===== config.mk =====
export PLATFORM = sky130hd
export DESIGN_NAME = timer_arm_host
export DESIGN_NICKNAME = d
export VERILOG_FILES = /design/src/rtl/timer_arm_host.sv
export SDC_FILE = /design/constraint.sdc
export NUM_CORES = 1
export LEC_CHECK = 0
export CAP_MARGIN = 15
export CORE_UTILIZATION = 55
export CTS_BUF_LIST = sky130_fd_sc_hd__clkbuf_16
export DETAILED_ROUTE_END_ITERATION = 12
export GPL_TIMING_DRIVEN = 0
export PLACE_DENSITY = 0.8
export SLEW_MARGIN = 10
export SYNTH_ARGS = -nofsm -noshare
export SYNTH_HDL_FRONTEND = slang
export SYNTH_SLANG_ARGS = --single-unit
export TNS_END_PERCENT = 1

===== constraint.sdc =====
create_clock -name clk_i -period 5.2 [get_ports clk_i]
set_input_delay 1.04 -clock clk_i [delete_from_list [all_inputs] [get_ports clk_i]]
set_output_delay 1.04 -clock clk_i [all_outputs]
set_load 0.01 [all_outputs]

===== src/rtl/timer_arm_host.sv =====
// timer_arm_host: bus master that periodically arms a memory-mapped mtime/mtimecmp timer.
// Ports:
//   clk_i, rst_ni            clock, asynchronous active-low reset
//   enable_i, period_i       run control and tick period (mtime counts, 0 treated as 1)
//   tick_o, busy_o, err_o    expiry pulse, non-idle flag, sticky bus-error flag
//   req_o, addr_o, we_o,     single-outstanding bus request and its payload
//   be_o, wdata_o
//   rvalid_i, rdata_i, err_i bus response
//   intr_i                   timer interrupt level
module timer_arm_host #(
    parameter int unsigned                  DataWidth    = 32,
    parameter int unsigned                  AddressWidth = 32,
    parameter logic [AddressWidth-1:0]      BaseAddr     = '0
) (
    input  logic                    clk_i,
    input  logic                    rst_ni,
    input  logic                    enable_i,
    input  logic [63:0]             period_i,
    output logic                    tick_o,
    output logic                    busy_o,
    output logic                    err_o,
    output logic                    req_o,
    output logic [AddressWidth-1:0] addr_o,
    output logic                    we_o,
    output logic [DataWidth/8-1:0]  be_o,
    output logic [DataWidth-1:0]    wdata_o,
    input  logic                    rvalid_i,
    input  logic [DataWidth-1:0]    rdata_i,
    input  logic                    err_i,
    input  logic                    intr_i
);

    localparam int unsigned BeWidth = DataWidth / 8;

    localparam logic [AddressWidth-1:0] AddrTimeLo = BaseAddr + AddressWidth'(32'h0);
    localparam logic [AddressWidth-1:0] AddrTimeHi = BaseAddr + AddressWidth'(32'h4);
    localparam logic [AddressWidth-1:0] AddrCmpLo  = BaseAddr + AddressWidth'(32'h8);
    localparam logic [AddressWidth-1:0] AddrCmpHi  = BaseAddr + AddressWidth'(32'hC);

    // Only a 32-bit data bus matches the 32-bit timer register halves.
    if (DataWidth != 32) begin : g_bad_width
        $error("timer_arm_host: DataWidth must be 32");
    end

    typedef enum logic [3:0] {
        IDLE, RD_HI1, RD_LO, RD_HI2, WR_MAX, WR_HI, WR_LO, WAIT_INTR, ERROR
    } state_e;

    state_e                  state_q, state_d;
    logic                    pend_q, pend_d;
    logic                    req_q, req_d;
    logic [AddressWidth-1:0] addr_q, addr_d;
    logic                    we_q, we_d;
    logic [DataWidth-1:0]    wdata_q, wdata_d;
    logic [BeWidth-1:0]      be_q;
    logic                    tick_q, tick_d;
    logic                    busy_q, busy_d;
    logic                    err_q, err_d;
    logic [DataWidth-1:0]    hi1_q, hi1_d;
    logic [DataWidth-1:0]    lo_q, lo_d;
    logic [63:0]             cmp_q, cmp_d;

    logic [63:0]             period_eff;
    logic                    resp;
    logic                    bus_state;
    logic [AddressWidth-1:0] iss_addr;
    logic                    iss_we;
    logic [DataWidth-1:0]    iss_wdata;

    // A zero period would re-arm at the current time; clamp to one count.
    assign period_eff = (period_i == 64'd0) ? 64'd1 : period_i;
    // Responses only count while a request is outstanding; strays are dropped.
    assign resp       = pend_q && rvalid_i;
    assign bus_state  = (state_q == RD_HI1) || (state_q == RD_LO) || (state_q == RD_HI2) ||
                        (state_q == WR_MAX) || (state_q == WR_HI) || (state_q == WR_LO);

    // State and output registers.
    always_ff @(posedge clk_i or negedge rst_ni) begin
        if (!rst_ni) begin
            state_q <= IDLE;
            pend_q  <= 1'b0;
            req_q   <= 1'b0;
            addr_q  <= BaseAddr;
            we_q    <= 1'b0;
            wdata_q <= '0;
            be_q    <= '1;
            tick_q  <= 1'b0;
            busy_q  <= 1'b0;
            err_q   <= 1'b0;
            hi1_q   <= '0;
            lo_q    <= '0;
            cmp_q   <= 64'd0;
        end else begin
            state_q <= state_d;
            pend_q  <= pend_d;
            req_q   <= req_d;
            addr_q  <= addr_d;
            we_q    <= we_d;
            wdata_q <= wdata_d;
            be_q    <= '1;
            tick_q  <= tick_d;
            busy_q  <= busy_d;
            err_q   <= err_d;
            hi1_q   <= hi1_d;
            lo_q    <= lo_d;
            cmp_q   <= cmp_d;
        end
    end

    // Next-state, bus issue and response handling.
    always_comb begin
        state_d   = state_q;
        pend_d    = pend_q;
        req_d     = 1'b0;
        addr_d    = addr_q;
        we_d      = we_q;
        wdata_d   = wdata_q;
        tick_d    = 1'b0;
        err_d     = err_q;
        hi1_d     = hi1_q;
        lo_d      = lo_q;
        cmp_d     = cmp_q;
        iss_addr  = AddrTimeLo;
        iss_we    = 1'b0;
        iss_wdata = '0;

        unique case (state_q)
            IDLE: begin
                if (enable_i) state_d = RD_HI1;
            end
            RD_HI1: begin
                iss_addr = AddrTimeHi;
                if (resp) begin
                    hi1_d   = rdata_i;
                    state_d = RD_LO;
                end
            end
            RD_LO: begin
                iss_addr = AddrTimeLo;
                if (resp) begin
                    lo_d    = rdata_i;
                    state_d = RD_HI2;
                end
            end
            RD_HI2: begin
                iss_addr = AddrTimeHi;
                // A changed high word means the low read straddled a rollover.
                if (resp) begin
                    if (rdata_i != hi1_q) begin
                        state_d = RD_HI1;
                    end else begin
                        cmp_d   = {hi1_q, lo_q} + period_eff;
                        state_d = WR_MAX;
                    end
                end
            end
            WR_MAX: begin
                // Park the low half high so no spurious match occurs mid-update.
                iss_addr  = AddrCmpLo;
                iss_we    = 1'b1;
                iss_wdata = '1;
                if (resp) state_d = WR_HI;
            end
            WR_HI: begin
                iss_addr  = AddrCmpHi;
                iss_we    = 1'b1;
                iss_wdata = DataWidth'(cmp_q[63:32]);
                if (resp) state_d = WR_LO;
            end
            WR_LO: begin
                iss_addr  = AddrCmpLo;
                iss_we    = 1'b1;
                iss_wdata = DataWidth'(cmp_q[31:0]);
                if (resp) state_d = WAIT_INTR;
            end
            WAIT_INTR: begin
                if (intr_i) begin
                    tick_d  = 1'b1;
                    cmp_d   = cmp_q + period_eff;
                    state_d = enable_i ? WR_MAX : IDLE;
                end else if (!enable_i) begin
                    state_d = IDLE;
                end
            end
            ERROR: begin
                if (!enable_i) begin
                    state_d = IDLE;
                    err_d   = 1'b0;
                end
            end
            default: state_d = IDLE;
        endcase

        // Shared bus handshake: issue once per state, retire on response.
        if (bus_state) begin
            if (resp) begin
                pend_d = 1'b0;
                if (err_i) begin
                    state_d = ERROR;
                    err_d   = 1'b1;
                end else if (!enable_i) begin
                    state_d = IDLE;
                end
            end else if (!pend_q) begin
                if (enable_i) begin
                    req_d   = 1'b1;
                    pend_d  = 1'b1;
                    addr_d  = iss_addr;
                    we_d    = iss_we;
                    wdata_d = iss_wdata;
                end else begin
                    state_d = IDLE;
                end
            end
        end
    end

    assign busy_d  = (state_d != IDLE);

    assign tick_o  = tick_q;
    assign busy_o  = busy_q;
    assign err_o   = err_q;
    assign req_o   = req_q;
    assign addr_o  = addr_q;
    assign we_o    = we_q;
    assign be_o    = be_q;
    assign wdata_o = wdata_q;

endmodule

==> report_table.html <==
<table>
<tr><th>Metric</th><th>Value</th></tr>
<tr><th colspan="2">Run status</th></tr>
<tr><td>Result of the run</td><td>completed</td></tr>
<tr><th colspan="2">Global routing</th></tr>
<tr><td>Overall routing resource usage</td><td>0.384</td></tr>
<tr><td>Largest net degree at the start of global routing</td><td>about 110</td></tr>
<tr><td>Antenna violations before repair</td><td>0</td></tr>
<tr><td>Global-route wire length before repair</td><td>64,100 microns</td></tr>
<tr><td>Via count of the first global-routing pass</td><td>~11,000</td></tr>
<tr><td>Global-route congestion overflow total</td><td>0</td></tr>
<tr><th colspan="2">STA</th></tr>
<tr><td>Final hold violation count</td><td>0</td></tr>
<tr><td>Max transition margin</td><td>0.289</td></tr>
<tr><td>Setup Total Neg Slack</td><td>0 ns</td></tr>
<tr><td>Highest clock rate</td><td>0.193 GHz</td></tr>
<tr><td>Actual slew at the worst max-slew pin</td><td>1.07 ns</td></tr>
<tr><td>RSZ-0062 raised after global routing</td><td>yes</td></tr>
<tr><td>Max-slew violations</td><td>0</td></tr>
<tr><td>Worst hold margin</td><td>between 0.4 and 0.5 ns</td></tr>
<tr><td>Setup Viol. Count Final</td><td>0</td></tr>
<tr><td>Skew final</td><td>about 0.018 ns</td></tr>
<tr><td>Final worst-path cycle share</td><td>0.994</td></tr>
<tr><td>Minimum period implied by the final worst setup slack</td><td>5.17 ns</td></tr>
<tr><th colspan="2">Run</th></tr>
<tr><td>Max capacitance violation total</td><td>0</td></tr>
<tr><th colspan="2">Synth</th></tr>
<tr><td>Seq/Total Area, Yosys</td><td>0.353</td></tr>
<tr><td>Cell types occupying the most area after synthesis</td><td>dfrtp_1, ha_1, nand2_1, mux2_2, a21oi_1</td></tr>
<tr><td>Asr flop ratio synth</td><td>1.00</td></tr>
<tr><td>Syn Std Cell Area</td><td>12,200 sq um</td></tr>
<tr><td>Post-synth EDFFs</td><td>0</td></tr>
<tr><td>Gate count of the mapped netlist</td><td>1,469</td></tr>
<tr><td>Most used standard cells in the synthesized netlist</td><td>nand2_1, dfrtp_1, a21oi_1</td></tr>
<tr><td>Most repeated cell in the gate-level netlist after synthesis</td><td>nand2_1</td></tr>
<tr><td>Top flip-flop cell by instance count after synthesis</td><td>dfrtp_1</td></tr>
<tr><td>Average cell area after synthesis</td><td>just over 8 sq um</td></tr>
<tr><td>Synthesized flop and latch total</td><td>between 150 and 200</td></tr>
<tr><td>Synth unique cells</td><td>71</td></tr>
<tr><td>Top cell type by total area after synthesis</td><td>dfrtp_1</td></tr>
<tr><td>Number of warnings issued by yosys</td><td>0</td></tr>
<tr><td>Area share of the largest cell type after synthesis</td><td>0.353</td></tr>
<tr><th colspan="2">Routing</th></tr>
<tr><td>Number of DRC markers after the initial detailed-route iteration</td><td>around 1,300</td></tr>
<tr><td>Metal2 WL</td><td>18,800 microns</td></tr>
<tr><td>Highest routed layer</td><td>met4</td></tr>
<tr><td>Per-cell via count in the routed design</td><td>just over 6</td></tr>
<tr><td>Final wirelength</td><td>around 43,000 microns</td></tr>
<tr><td>WL met3</td><td>4560 microns</td></tr>
<tr><td>Antenna-violating nets left</td><td>0</td></tr>
<tr><td>Routed length per instance</td><td>~22 microns</td></tr>
<tr><td>Count of TritonRoute iterations in the first routing pass</td><td>5</td></tr>
<tr><td>Remaining DRCs</td><td>0</td></tr>
<tr><td>Overall via count from detail_route</td><td>11,919</td></tr>
<tr><td>Metal-1 WL</td><td>17,600 microns</td></tr>
<tr><th colspan="2">Worst setup path</th></tr>
<tr><td>Crit Path Class</td><td>in2reg</td></tr>
<tr><td>Longest individual stage delay on the worst path</td><td>~0.54 ns</td></tr>
<tr><td>Buffers and inverters on the worst path</td><td>2</td></tr>
<tr><td>CP max FO</td><td>3</td></tr>
<tr><td>Cell with the largest stage delay on the worst path</td><td>clkdlybuf4s50_1</td></tr>
<tr><td>Required time worst endpoint</td><td>roughly 5.6 ns</td></tr>
<tr><td>Worst endpoint data arrival time</td><td>about 5.5 ns</td></tr>
<tr><td>Critical Path Start Type</td><td>input pin</td></tr>
<tr><td>Critical Path Sink Type</td><td>flop</td></tr>
<tr><td>Cell breakdown of the critical path</td><td>clkdlybuf4s50_1, nor4_4, nand4_1, o41ai_2, ha_2, inv_1, fa_1, nand2b_1, a21oi_2, nor3b_1, o21ai_2, a31oi_4, o21ai_4, a21oi_4, o31ai_4, a221oi_2, or4b_1, nand3_1</td></tr>
<tr><td>Launch point of the worst reg-to-reg path</td><td>state_q[3]</td></tr>
<tr><td>Kind of cell adding the most delay to the critical path</td><td>compound AO/OA/AOI/OAI gates</td></tr>
<tr><td>Worst Setup SP</td><td>period_i[18]</td></tr>
<tr><th colspan="2">Floorplan</th></tr>
<tr><td>Initial core utilization</td><td>0.560</td></tr>
<tr><td># IOs</td><td>between 150 and 200</td></tr>
<tr><td># rows</td><td>54</td></tr>
<tr><td>DIE AREA</td><td>roughly 23,000 sq um</td></tr>
<tr><td>Die height</td><td>approximately 150 microns</td></tr>
<tr><td>Die Span X</td><td>151 microns</td></tr>
<tr><td>Area inside the core boundary</td><td>roughly 22,000 sq um</td></tr>
<tr><th colspan="2">Place</th></tr>
<tr><td>Total cell area at the placement stage</td><td>about 14,000 sq um</td></tr>
<tr><td>HPWL after detailed placement</td><td>33,700 microns</td></tr>
<tr><td>Instance count after placement with tap cells included</td><td>1,921</td></tr>
<tr><td>Number of input and output port buffers inserted</td><td>between 100 and 150</td></tr>
<tr><td>RePlAce Congestion</td><td>1.03</td></tr>
<tr><th colspan="2">Clock network</th></tr>
<tr><td>Clock net sink count</td><td>172</td></tr>
<tr><td>Count of H-tree levels built during CTS</td><td>4</td></tr>
<tr><td>Clock edge transition at the registers on the reported setup and hold paths</td><td>roughly 0.07 ns</td></tr>
<tr><td>Cts-stage hold buffer count</td><td>0</td></tr>
<tr><td>CTS tree</td><td>built</td></tr>
<tr><td>Maximum count of clock buffers along a single path</td><td>2</td></tr>
<tr><td>Clock Root Buffer</td><td>clkbuf_16</td></tr>
<tr><td>Number of clock buffers inserted by TritonCTS</td><td>17</td></tr>
<tr><td>Clock latency reported for the late side of the worst-skew pair</td><td>between 0.4 and 0.5 ns</td></tr>
<tr><th colspan="2">Pwr</th></tr>
<tr><td>Worst voltage drop across the vdd grid</td><td>~0.00031 V</td></tr>
<tr><td>Total leakage power</td><td>roughly 0.0066 uW</td></tr>
<tr><td>Pwr dens</td><td>just over 500 nW/um^2</td></tr>
<tr><th colspan="2">Layout</th></tr>
<tr><td>Layout cells sized above 1</td><td>0.116</td></tr>
<tr><td>Fill cells</td><td>between 1,500 and 2,000</td></tr>
<tr><td>Post-route standard cell area excluding fillers</td><td>about 15,000 sq um</td></tr>
<tr><td>Antenna diode count</td><td>0</td></tr>
<tr><td>Relative area change from synthesis to final layout</td><td>22.4%</td></tr>
<tr><td>Register cell area after layout</td><td>around 4300 sq um</td></tr>
<tr><td>Post-layout net count</td><td>approximately 1,800</td></tr>
<tr><td>Area occupied by multi-input gates</td><td>7260 sq um</td></tr>
<tr><td>Non-filler instance count after layout</td><td>about 2,000</td></tr>
<tr><th colspan="2">Hold path</th></tr>
<tr><td>Type of the worst min-delay path</td><td>reg2reg</td></tr>
<tr><td>Startpoint of the lowest-slack hold path</td><td>we_o</td></tr>
</table>
==> cell families after synthesis <==
family | synth area share
buffers and inverters | 0.0802
multiplexers | 0.0599
flip-flops | 0.353
AND/OR/NAND/NOR | 0.178
AO/OA/AOI/OAI | 0.198
XOR/XNOR | 0.0639
other | 0.000616
adder cells (fa/ha/maj) | 0.0663
==> layout by cell type, fill, tap and decap left out, types with 14 or more instances in the layout <==
master	Yosys	final
nor2_1	92	91
o21ai_0	119	117
nor2b_1	14	14
nor3_1	14	14
xnor2_1	65	65
nand4_1	25	25
a32o_1	32	32
buf_4	37	42
conb_1	2	34
nand2_1	207	206
clkbuf_1	126	118
clkdlybuf4s50_1	0	133
a21o_1	32	32
inv_1	52	52
nand3_1	20	19
xor2_1	24	24
nand2b_1	43	43
ha_1	63	62
mux2_2	64	64
clkbuf_16	0	17
a21oi_1	129	126
dfrtp_1	172	170
==> report_power, final <==
group          switching [uW]  internal (uW)  total, uW
combinational            2630           1730       4360
clock                     638            641       1280
sequential                329           1650       1970
total                    3590           4020       7610
==> through the flow <==
stage | utilization | total power [uW] | setup slack, ns
6_report | 0.686 | 7610 | 0.0313
5_1_grt | 0.686 | 8040 | -0.0684
4_1_cts | 0.679 | 7390 | 0.0263
3_5_place_dp | 0.648 | 6030 | -1.24
3_3_place_gp | 0.646 | 5960 | -4.04
2_1_floorplan | - | 4800 | 0.769
==> path summary, 6_finish.rpt <==
| path | endpoint | slack [ns] | cells after the start |
|---|---|---|---|
| worst max-delay path | cmp_q[62] | 0.03 | 18 |
| worst min-delay path | we_o | 0.48 | 1 |
| worst max register to register | cmp_q[63] | 0.10 | 19 |
| worst min register to register | we_o | 0.48 | 1 |
| max in group asynchronous | hi1_q[15] | 3.76 | 2 |
| min in group asynchronous | cmp_q[1] | 0.52 | 1 |
==> layer usage <==
layer | up-vias | global-route usage
li1 | 5426 | -
met1 | 5745 | 0.522
met2 | 662 | 0.592
met3 | 86 | 0.0922
met4 | 0 | 0.143
met5 | - | 0
==> flip-flops by register name, indices dropped and copies added, names as in the netlist, 2 cells and up <==
signal	cells
addr_o	2
cmp_q	64
hi1_q	32
lo_q	32
state_q	4
wdata_o	32
==> repair_timing <==
action | in CTS | in global routing
resized for setup | 25 | 34
endpoints found under the setup margin | 34 | 22
buffers inserted | 2 | 3
pin swaps | 11 | 8
hold endpoints to repair | 0 | 0
==> area by class of cell <==
class | instances | share of cell area
Clock inverter | 14 | 0.00989
Buffer | 167 | 0.0522
Timing Repair Buffer | 145 | 0.0977
Tap cell | 280 | 0.0235
Inverter | 52 | 0.0131
Multi-Input combinational cell | 1107 | 0.487
Sequential cell | 172 | 0.289
Clock buffer | 17 | 0.0285
Note: power is estimated with default switching activity, not from simulation.
